`src/rtl/mux_arbiter_pkg.sv`:
```
// Shared types and constants for the round-robin mux arbiter.
package mux_arb_pkg;

  // Arbiter FSM encoding; 2'b11 is unused and recovers to IDLE.
  typedef enum logic [1:0] {
    IDLE = 2'b00,
    G1   = 2'b01,
    G2   = 2'b10
  } state_t;

  // Requester identity, stored in the last-granted pointer.
  typedef logic req_id_t;

  localparam req_id_t REQ1 = 1'b0;
  localparam req_id_t REQ2 = 1'b1;

  // Burst counter width: enough to hold MAX_BURST-1, never narrower than 1.
  function automatic int cnt_width(input int max_burst);
    return (max_burst > 1) ? $clog2(max_burst) : 1;
  endfunction

endpackage

```
`src/rtl/mux_arbiter_if.sv`:
```
// Bundle of requester, downstream and result signals around the arbiter.
interface mux_arbiter_if #(
  parameter int WIDTH = 1
);

  logic             req1;
  logic             req2;
  logic [WIDTH-1:0] x1;
  logic [WIDTH-1:0] x2;
  logic             ready;
  logic             gnt1;
  logic             gnt2;
  logic             s;
  logic [WIDTH-1:0] y;
  logic             valid;

  // Requesters and downstream sink drive requests, data and ready.
  modport master (
    output req1, req2, x1, x2, ready,
    input  gnt1, gnt2, s, y, valid
  );

  // The arbiter consumes requests and drives grants, select and output beat.
  modport slave (
    input  req1, req2, x1, x2, ready,
    output gnt1, gnt2, s, y, valid
  );

endinterface

```
`src/rtl/mux_arbiter_mux.sv`:
```
// Existing 1-bit 2:1 mux cell: s=0 passes x1, s=1 passes x2.
module Mux (
  output logic y,
  input  logic s,
  input  logic x1,
  input  logic x2
);

  assign y = s ? x2 : x1;

endmodule

```
`src/rtl/mux_arbiter.sv`:
```
// Round-robin arbiter and sequencer for the shared 2:1 mux datapath.
// Grants one requester at a time, caps bursts at MAX_BURST beats while the
// other requester waits, and registers each accepted beat onto y/valid.
module mux_arbiter
  import mux_arb_pkg::*;
#(
  parameter int WIDTH     = 1,
  parameter int MAX_BURST = 4
) (
  input  logic          clk,
  input  logic          rst,
  mux_arbiter_if.slave  bus
);

  localparam int CNT_W = cnt_width(MAX_BURST);
  localparam logic [CNT_W-1:0] CNT_LAST = CNT_W'(MAX_BURST - 1);

  state_t           state;
  state_t           state_next;
  logic [CNT_W-1:0] cnt;
  logic [CNT_W-1:0] cnt_next;
  req_id_t          last;
  req_id_t          last_next;

  logic             gnt1_c;
  logic             gnt2_c;
  logic             sel;
  logic             beat;
  logic [WIDTH-1:0] mux_y;
  logic [WIDTH-1:0] y_q;
  logic             valid_q;

  // A beat needs the current owner still requesting and the sink ready.
  assign beat = bus.ready &
                (((state == G1) & bus.req1) | ((state == G2) & bus.req2));

  // Datapath: one mux cell per data bit, all steered by the common select.
  for (genvar i = 0; i < WIDTH; i++) begin : g_mux
    Mux u_mux (
      .y  (mux_y[i]),
      .s  (sel),
      .x1 (bus.x1[i]),
      .x2 (bus.x2[i])
    );
  end

  // State, burst counter and last-granted pointer; reset overrides everything.
  // NOTE: clocked state uses non-blocking (<=) so every register samples
  // pre-edge values; blocking here would create order-dependent races.
  always_ff @(posedge clk) begin
    if (rst) begin
      state <= IDLE;
      cnt   <= '0;
      last  <= REQ2;
    end else begin
      state <= state_next;
      cnt   <= cnt_next;
      last  <= last_next;
    end
  end

  // Next-state, counter and pointer logic in rule-priority order.
  // NOTE: every variable gets a default at the top so no path leaves it
  // unassigned; a missing default in always_comb infers a latch.
  always_comb begin
    state_next = state;
    cnt_next   = cnt;
    last_next  = last;
    case (state)
      IDLE: begin
        if (bus.req1 && (!bus.req2 || last == REQ2)) begin
          state_next = G1;
          last_next  = REQ1;
          cnt_next   = '0;
        end else if (bus.req2) begin
          state_next = G2;
          last_next  = REQ2;
          cnt_next   = '0;
        end
      end
      G1: begin
        if (!bus.req1) begin
          cnt_next = '0;
          if (bus.req2) begin
            state_next = G2;
            last_next  = REQ2;
          end else begin
            state_next = IDLE;
          end
        end else if (beat) begin
          if (cnt == CNT_LAST) begin
            // Burst limit: hand over if the other side waits, else restart.
            cnt_next = '0;
            if (bus.req2) begin
              state_next = G2;
              last_next  = REQ2;
            end
          end else begin
            cnt_next = cnt + CNT_W'(1);
          end
        end
      end
      G2: begin
        if (!bus.req2) begin
          cnt_next = '0;
          if (bus.req1) begin
            state_next = G1;
            last_next  = REQ1;
          end else begin
            state_next = IDLE;
          end
        end else if (beat) begin
          if (cnt == CNT_LAST) begin
            cnt_next = '0;
            if (bus.req1) begin
              state_next = G1;
              last_next  = REQ1;
            end
          end else begin
            cnt_next = cnt + CNT_W'(1);
          end
        end
      end
      default: begin
        state_next = IDLE;
        cnt_next   = '0;
      end
    endcase
  end

  // Grant and select decode straight from the state register.
  always_comb begin
    gnt1_c = 1'b0;
    gnt2_c = 1'b0;
    sel    = 1'b0;
    case (state)
      G1:      gnt1_c = 1'b1;
      G2: begin
        gnt2_c = 1'b1;
        sel    = 1'b1;
      end
      default: ;
    endcase
  end

  // Output beat register: capture mux data on a beat, otherwise hold y.
  always_ff @(posedge clk) begin
    if (rst) begin
      y_q     <= '0;
      valid_q <= 1'b0;
    end else begin
      valid_q <= beat;
      if (beat) begin
        y_q <= mux_y;
      end
    end
  end

  assign bus.gnt1  = gnt1_c;
  assign bus.gnt2  = gnt2_c;
  assign bus.s     = sel;
  assign bus.y     = y_q;
  assign bus.valid = valid_q;

endmodule
```
`src/flat_wrapper.sv`:
```
// flat-port wrapper written by rule: the top's interface ports become plain ports
module mux_arbiter_flat import mux_arb_pkg::*;
#(
  parameter int WIDTH     = 1,
  parameter int MAX_BURST = 4
)
  (clk, rst, bus_req1, bus_req2, bus_x1, bus_x2, bus_ready, bus_gnt1, bus_gnt2, bus_s, bus_y, bus_valid);
  mux_arbiter_if #(.WIDTH(WIDTH)) bus_i ();
  input  logic clk;
  input  logic rst;
  input wire logic [$bits(bus_i.req1)-1:0] bus_req1;
  input wire logic [$bits(bus_i.req2)-1:0] bus_req2;
  input wire logic [$bits(bus_i.x1)-1:0] bus_x1;
  input wire logic [$bits(bus_i.x2)-1:0] bus_x2;
  input wire logic [$bits(bus_i.ready)-1:0] bus_ready;
  output wire logic [$bits(bus_i.gnt1)-1:0] bus_gnt1;
  output wire logic [$bits(bus_i.gnt2)-1:0] bus_gnt2;
  output wire logic [$bits(bus_i.s)-1:0] bus_s;
  output wire logic [$bits(bus_i.y)-1:0] bus_y;
  output wire logic [$bits(bus_i.valid)-1:0] bus_valid;
  assign bus_i.req1 = bus_req1;
  assign bus_i.req2 = bus_req2;
  assign bus_i.x1 = bus_x1;
  assign bus_i.x2 = bus_x2;
  assign bus_i.ready = bus_ready;
  assign bus_gnt1 = bus_i.gnt1;
  assign bus_gnt2 = bus_i.gnt2;
  assign bus_s = bus_i.s;
  assign bus_y = bus_i.y;
  assign bus_valid = bus_i.valid;
  mux_arbiter #(.WIDTH(WIDTH), .MAX_BURST(MAX_BURST)) u_core (.clk(clk), .rst(rst), .bus(bus_i));
endmodule
```
`config.mk`:
```
export PLATFORM = sky130hd
export DESIGN_NAME = mux_arbiter_flat
export DESIGN_NICKNAME = d
export VERILOG_FILES = /design/src/rtl/mux_arbiter_pkg.sv /design/src/rtl/mux_arbiter_if.sv /design/src/rtl/mux_arbiter_mux.sv /design/src/rtl/mux_arbiter.sv /design/src/flat_wrapper.sv
export SDC_FILE = /design/constraint.sdc
export NUM_CORES = 1
export LEC_CHECK = 0
export BUFFER_PORTS_ARGS = -buffer_cell sky130_fd_sc_hd__clkbuf_2
export CAP_MARGIN = 10
export CELL_PAD_IN_SITES_DETAIL_PLACEMENT = 0
export CELL_PAD_IN_SITES_GLOBAL_PLACEMENT = 2
export CORE_MARGIN = 1
export CORE_UTILIZATION = 29
export DETAILED_ROUTE_END_ITERATION = 12
export HOLD_SLACK_MARGIN = 0.03
export PLACE_DENSITY = 0.85
export SLEW_MARGIN = 5
export SYNTH_ARGS = -nofsm -noshare
export SYNTH_HDL_FRONTEND = slang
export SYNTH_SLANG_ARGS = --single-unit
```
`constraint.sdc`:
```
create_clock -name clk -period 2 [get_ports clk]
set_input_delay 0.4 -clock clk [delete_from_list [all_inputs] [get_ports clk]]
set_output_delay 0.4 -clock clk [all_outputs]
set_load 0.02 [all_outputs]
```
## Word-level counts from Yosys, hierarchy flattened

Cells that the tools add are included.

| word-level totals | value |
|---|---|
| output and inout port bits | 5 |
| flip-flop bits (word level) | 7 |
| logic and storage cells | 58 |

| cells by class | value |
|---|---|
| add/sub/neg operators | 1 |
| multiplexer cells | 32 |
| reduce and logical (&&, ||, !) cells | 7 |
| equal/unequal tests | 9 |
| bitwise gates (word level) | 4 |

Operator list:

| cell | number |
|---|---|
| 2-bit 2-to-1 mux | 16 |
| 1-bit 2-to-1 mux | 13 |
| 2-bit case mux with 3 select lines | 2 |
| 5-bit AND reduction | 2 |
| 3-bit by 2-bit != test with 1-bit output, second input constant | 3 |
| 3-bit != test, second input constant | 3 |
| 2-bit == test, second input constant | 2 |
| 1-bit bitwise AND | 3 |
| 1-bit case mux with 3 select lines | 1 |
| 3-bit nonzero test | 1 |
| 2-bit by 1-bit adder with 2-bit output, second input constant | 1 |
| 2-bit by 1-bit == test with 1-bit output, second input constant | 1 |
| 2-bit zero test | 1 |
| 1-bit logical AND | 1 |
| 1-bit zero test | 1 |
| 1-bit logical OR | 1 |
| 1-bit bitwise OR | 1 |

## Depth between registers and ports, before layout

| depth | value |
|---|---|
| depth in word-level cells | 7 |
| gate-level depth with buffers | 6 |
| gate-level depth less buffers | 6 |

## Modules after synthesis

From an unflattened synthesis, not the netlist that was laid out.

| second synthesis, totals | value |
|---|---|
| cells, all modules | 63 |
| area, all modules | 525.5 um^2 |

By module, submodules not included:

| module | times used | area each (um^2) | seq. area each (um^2) | cells each |
|---|---|---|---|---|
| mux_arbiter | 1 | 510.5 | 140.1 | 62 |
| Mux | 1 | 15.0 | 0.0 | 1 |

## Worst setup path before layout

OpenSTA, ideal clock, no wires.

| timing | value |
|---|---|
| kind | register -> register |
| from | register u_core.state[0] |
| to | register u_core.last |
| arrival time | 1.468 ns |
| clock period less this slack | 1.590 ns |
| setup time | 0.122 ns |
| stages on the path, launching flop included | 7 |
| slack | 0.410 ns |
| buffers on the path | 0 |
| cells stage by stage | dfxtp_1 -> inv_1 -> ha_1 -> a22oi_4 -> a21o_1 -> a21boi_1 -> a311o_1 |

| between the ends | value |
|---|---|
| word-level cells in the longest chain between the ends | 6 |
| elaborated cells on any way between the ends | 14 |
| classes of those cells | eq/ne: 6; mux: 1; bitwise: 4; reduce/logical: 3 |

RTL lines:

| element | line | source |
|---|---|---|
| start, declared | mux_arbiter.sv:18 | `state_t state;` |
| start signal, assigned | mux_arbiter.sv:56 | `state <= state_next;` |
| 2-bit by 1-bit == test with 1-bit output or 2-bit == test (tied branches) | mux_arbiter.sv:35, mux_arbiter.sv:69 |  |
| 1-bit bitwise AND | mux_arbiter.sv:35 | `(((state == G1) & bus.req1) \| ((state == G2) & bus.req2));` |
| 1-bit bitwise OR | mux_arbiter.sv:35 |  |
| 1-bit bitwise AND | mux_arbiter.sv:34 | `assign beat = bus.ready &` |
| 3-bit by 2-bit != test with 1-bit output (no line) | -- |  |
| 5-bit AND reduction (no line) | -- |  |
| end signal, assigned | mux_arbiter.sv:58 | `last <= last_next;` |
| end, declared | mux_arbiter.sv:22 | `req_id_t last;` |

Several ways; a longest one is shown, not always the timed one.
A chain may end at the register's enable or synchronous reset.

## Worst setup path in the final report

| timing | value |
|---|---|
| from | register u_core.state[0] |
| to | output port bus_gnt2 |

| between the ends | value |
|---|---|
| word-level cells in the longest chain between the ends | 2 |

RTL lines:

| element | line | source |
|---|---|---|
| 2-bit == test | mux_arbiter.sv:136 | `case (state)` |
| 1-bit 2-to-1 mux | mux_arbiter.sv:136 |  |
| end, declared | flat_wrapper.sv:17 | `output wire logic [$bits(bus_i.gnt2)-1:0] bus_gnt2;` |

Every way passes these cells.

==> Implementation_results.wiki <==
{| class="wikitable"
! Metric !! Value
|-
| Outcome || complete, but fails checks
|-
| Violated checks || design-rule violations
|-
| Worst hold margin || 0.410 ns
|-
| Worst IR Drop VDD || 0.461 mV
|-
| Fillers || 159
|-
| Starting density of the core || 0.323
|-
| DRT iter0 DRCs || 4
|-
| # placed instances || 82
|-
| Arrival @ worst endpoint || 1.32 ns
|-
| Worst-case clock buffer depth || 2
|-
| Remaining routing DRC violations || 2
|-
| Sequential share of power || 0.268
|-
| Mux contribution to synthesized area || 0.0397
|-
| Sink of the worst hold path || u_core.state[0]$_SDFFE_PP0P_
|-
| Simple-gate portion of the synthesized area || 0.184
|-
| Clk network pwr share || 0.166
|-
| Maximum net fanout on the critical path || 6
|-
| Switching Fraction || 0.433
|-
| Clock Skews || 0.00880 ns
|-
| Post-CTS Setup Inserts || 0
|-
| RR Endpoint || u_core.state[0]$_SDFFE_PP0P_
|-
| Number of failing setup endpoints in the final timing report || 0
|-
| First-pass GRT wire length || 1780 um
|-
| Mean instance size in the synthesized netlist || 8.85 um^2
|-
| Placement row count || 14
|-
| Input/output buffers || 11
|-
| CTS tree || yes
|-
| Overall fraction of global-route tracks in use || 0.126
|-
| Vias in the first global route || 418
|-
| Fmax || 582 MHz
|-
| Main area contributors after synthesis || sky130_fd_sc_hd__dfxtp_1 28%, sky130_fd_sc_hd__ha_1 12%, sky130_fd_sc_hd__nor2b_1 5.0%, sky130_fd_sc_hd__inv_1 4.5%, sky130_fd_sc_hd__a22oi_4 4.2%
|-
| Post-Syn Instances || 57
|-
| Cell with the most instances after synthesis || sky130_fd_sc_hd__dfxtp_1
|-
| Type of element capturing the critical path || output port
|-
| Start point of the worst min-delay path || rst
|-
| Total die area || 0.00191 mm^2
|-
| Worst skew pair latency || 0.25 ns
|-
| Half-perimeter wire length after placement || 814 um
|-
| Register bit total from synthesis || 7
|-
| Length in cells of the worst reg-to-reg path || 6
|-
| Cell variety after synth || 26
|-
| Number of max-slew violations in the final report || 0
|-
| Fin. Hold Viols || 0
|-
| Least-Margin Pin Slew || 0.377 ns
|-
| Class of the tightest hold or removal check || input port to flip-flop
|-
| Cell count of the worst hold path || 2
|-
| Number of buffers added to fix hold violations after cts || 0
|-
| H-tree levels || 1
|-
| Clock transition at the registers of the reported paths || 0.06 ns
|-
| Final critical delay including setup and external delays || 1.72 ns
|-
| Die Width || 43.7 um
|-
| Max-slew headroom || 0.748
|-
| Async SR Flop Fraction || 0
|-
| Commonest cells in the netlist || 7 x sky130_fd_sc_hd__dfxtp_1, 6 x sky130_fd_sc_hd__inv_1, 5 x sky130_fd_sc_hd__ha_1, 4 x sky130_fd_sc_hd__nor2b_1
|-
| Internal Pwr Total || 442 uW
|-
| Pin count of the biggest net entering global routing || 10
|-
| Synth Area in XOR/XNOR || 0
|-
| Detailed-routing iteration count for the pre-antenna-repair pass || 8
|-
| Finished Core Util || 0.376
|-
| Via/cell ratio || 5.41
|-
| Final cell count without fillers || 86
|-
| Antenna Cells || 0
|-
| Static leakage || 0.000271 uW
|-
| Data required time of the critical path || 1.60 ns
|-
| Initial antenna violation count || 0
|-
| Total wire length after detailed routing || 1060 um
|-
| Part of the power in combinational logic || 0.566
|-
| NetSw || 338 uW
|-
| Worst r2r src || u_core.state[0]$_SDFFE_PP0P_
|-
| Worst setup path category || flip-flop to output port
|-
| Core ar. || 0.00156 mm^2
|-
| Yosys warning count || 0
|-
| Num Clock Sinks || 7
|-
| Total global routing overflow || 0
|-
| Cts repair resizes || 0
|-
| Arithmetic-cell share of the synthesized area counting full adders, half adders and majority gates || 0.124
|-
| Area leader, netlist || sky130_fd_sc_hd__dfxtp_1
|-
| Share of the cycle needed by the critical path after routing || 0.858
|-
| Setup TNS || 0 ns
|-
| Synth Flop Type || sky130_fd_sc_hd__dfxtp_1
|-
| Fraction of the yosys area taken by sequential cells || 0.278
|-
| Global placement routability congestion || 0.785
|-
| Ports placed on the boundary || 12
|-
| Critical Path Start Type || flip-flop
|-
| Via count of the routed design || 465
|-
| Die height || 43.7 um
|-
| R2r setup slk || 0.31 ns
|-
| Layout cells sized above 1 || 0.243
|-
| Synthesized area || 504 um^2
|-
| Compound-Gate Fraction of Synth Area || 0.293
|-
| MaxCap Viol Count || 0
|-
| Inserted Clock Buffers || 3
|-
| Cell area power density || 1330 mW/mm^2
|-
| Post-route ant nets || 0
|-
| RSZ-0062 raised after global routing || false
|-
| Area growth from synthesis to layout || 16.4%
|-
| Number of synthesized flops with an enable pin || 0
|-
| Fraction of post-synthesis cell area in the top cell type by area || 0.278
|-
| Final routed wire length divided by cell count || 12.3 um
|-
| Largest family of logic cells by synthesized area || compound AO/OA/AOI/OAI gates
|-
| Clock Tree Root || sky130_fd_sc_hd__clkbuf_4
|-
| Net count of the mapped netlist || 69
|-
| Post-layout nets || 83
|}
-- sequential cells by signal, summed over array words and instances, names as in the netlist --
| register | cells |
|---|---|
| u_core.last | 1 |
| u_core.bus.y | 1 |
| u_core.state | 2 |
| u_core.cnt | 2 |
| u_core.bus.valid | 1 |
-- through the flow --
step	worst slack, ns	cell area, um^2	total power, uW
floorplan	0.410	504	563
global placement	0.343	561	654
detailed placement	0.348	561	652
CTS	0.293	587	784
global route	0.179	587	852
finish	0.283	587	780
-- cells in the final DEF (no fill, tap or decap), drive strengths merged --
cell type  instances
inv                6
mux2i              2
and3b              1
nand3              2
a21oi              4
a21o               2
a21boi             1
a22oi              1
a31oi              2
ha                 5
nor2               3
nor2b              4
a211oi             1
nand2              2
o211ai             1
clkbuf            15
nor3               2
o22ai              2
o21ai              1
a221oi             1
nand2b             2
dfxtp              7
nor3b              1
a311o              2
-- cells by family (layout without fill, tap and decap cells) --
| group | after synthesis | after routing |
|---|---|---|
| compound gates | 18 | 18 |
| simple gates | 17 | 17 |
| buf+inv | 8 | 21 |
| flops | 7 | 7 |
| fa+ha+maj | 5 | 5 |
| mux | 2 | 2 |
-- worst max path at each step --
stage                                         endpoint  slack [ns]                         start  cells after the start
after CTS                                        bus_s        0.29  u_core.state[0]$_SDFFE_PP0P_                      3
final                                         bus_gnt2        0.28  u_core.state[0]$_SDFFE_PP0P_                      3
after global routing      u_core.state[0]$_SDFFE_PP0P_        0.18  u_core.state[0]$_SDFFE_PP0P_                      6
after global placement        u_core.last$_SDFFE_PP1P_        0.34  u_core.state[0]$_SDFFE_PP0P_                      6
after floorplan               u_core.last$_SDFFE_PP1P_        0.41  u_core.state[0]$_SDFFE_PP0P_                      6
after detailed placement      u_core.last$_SDFFE_PP1P_        0.35  u_core.state[0]$_SDFFE_PP0P_                      6
-- routing by layer --
metal | track usage | up-vias | share of wire
met5 | 0 | - | 0
met4 | 0.0938 | 0 | 0
met3 | 0.0125 | 0 | 0.053
met2 | 0.188 | 14 | 0.46
met1 | 0.168 | 221 | 0.49
li1 | - | 230 | -
-- critical path: stages, from the launching register on --
cell                       delay [ns]
sky130_fd_sc_hd__dfxtp_1         0.36
sky130_fd_sc_hd__inv_1           0.11
sky130_fd_sc_hd__ha_1            0.36
sky130_fd_sc_hd__clkbuf_2        0.24
-- layout make-up --
type	count	area, um^2	share of cell area
inverter	6	22.5	0.0384
sequential	7	140	0.239
tap	16	20.0	0.0341
multi-input combinational	42	323	0.550
timing repair buffer	11	55.1	0.0938
clock buffer	4	26.3	0.0448
-- power by group through the flow --
| stage | logic, uW | clock network, uW | registers, uW |
|---|---|---|---|
| 3_5_place_dp | 441 | 0 | 211 |
| 3_3_place_gp | 445 | 0 | 209 |
| 4_1_cts | 443 | 134 | 208 |
| 2_1_floorplan | 352 | 0 | 211 |
| 6_report | 441 | 129 | 209 |
| 5_1_grt | 491 | 147 | 214 |
Note: power is estimated with default switching activity, not from simulation.
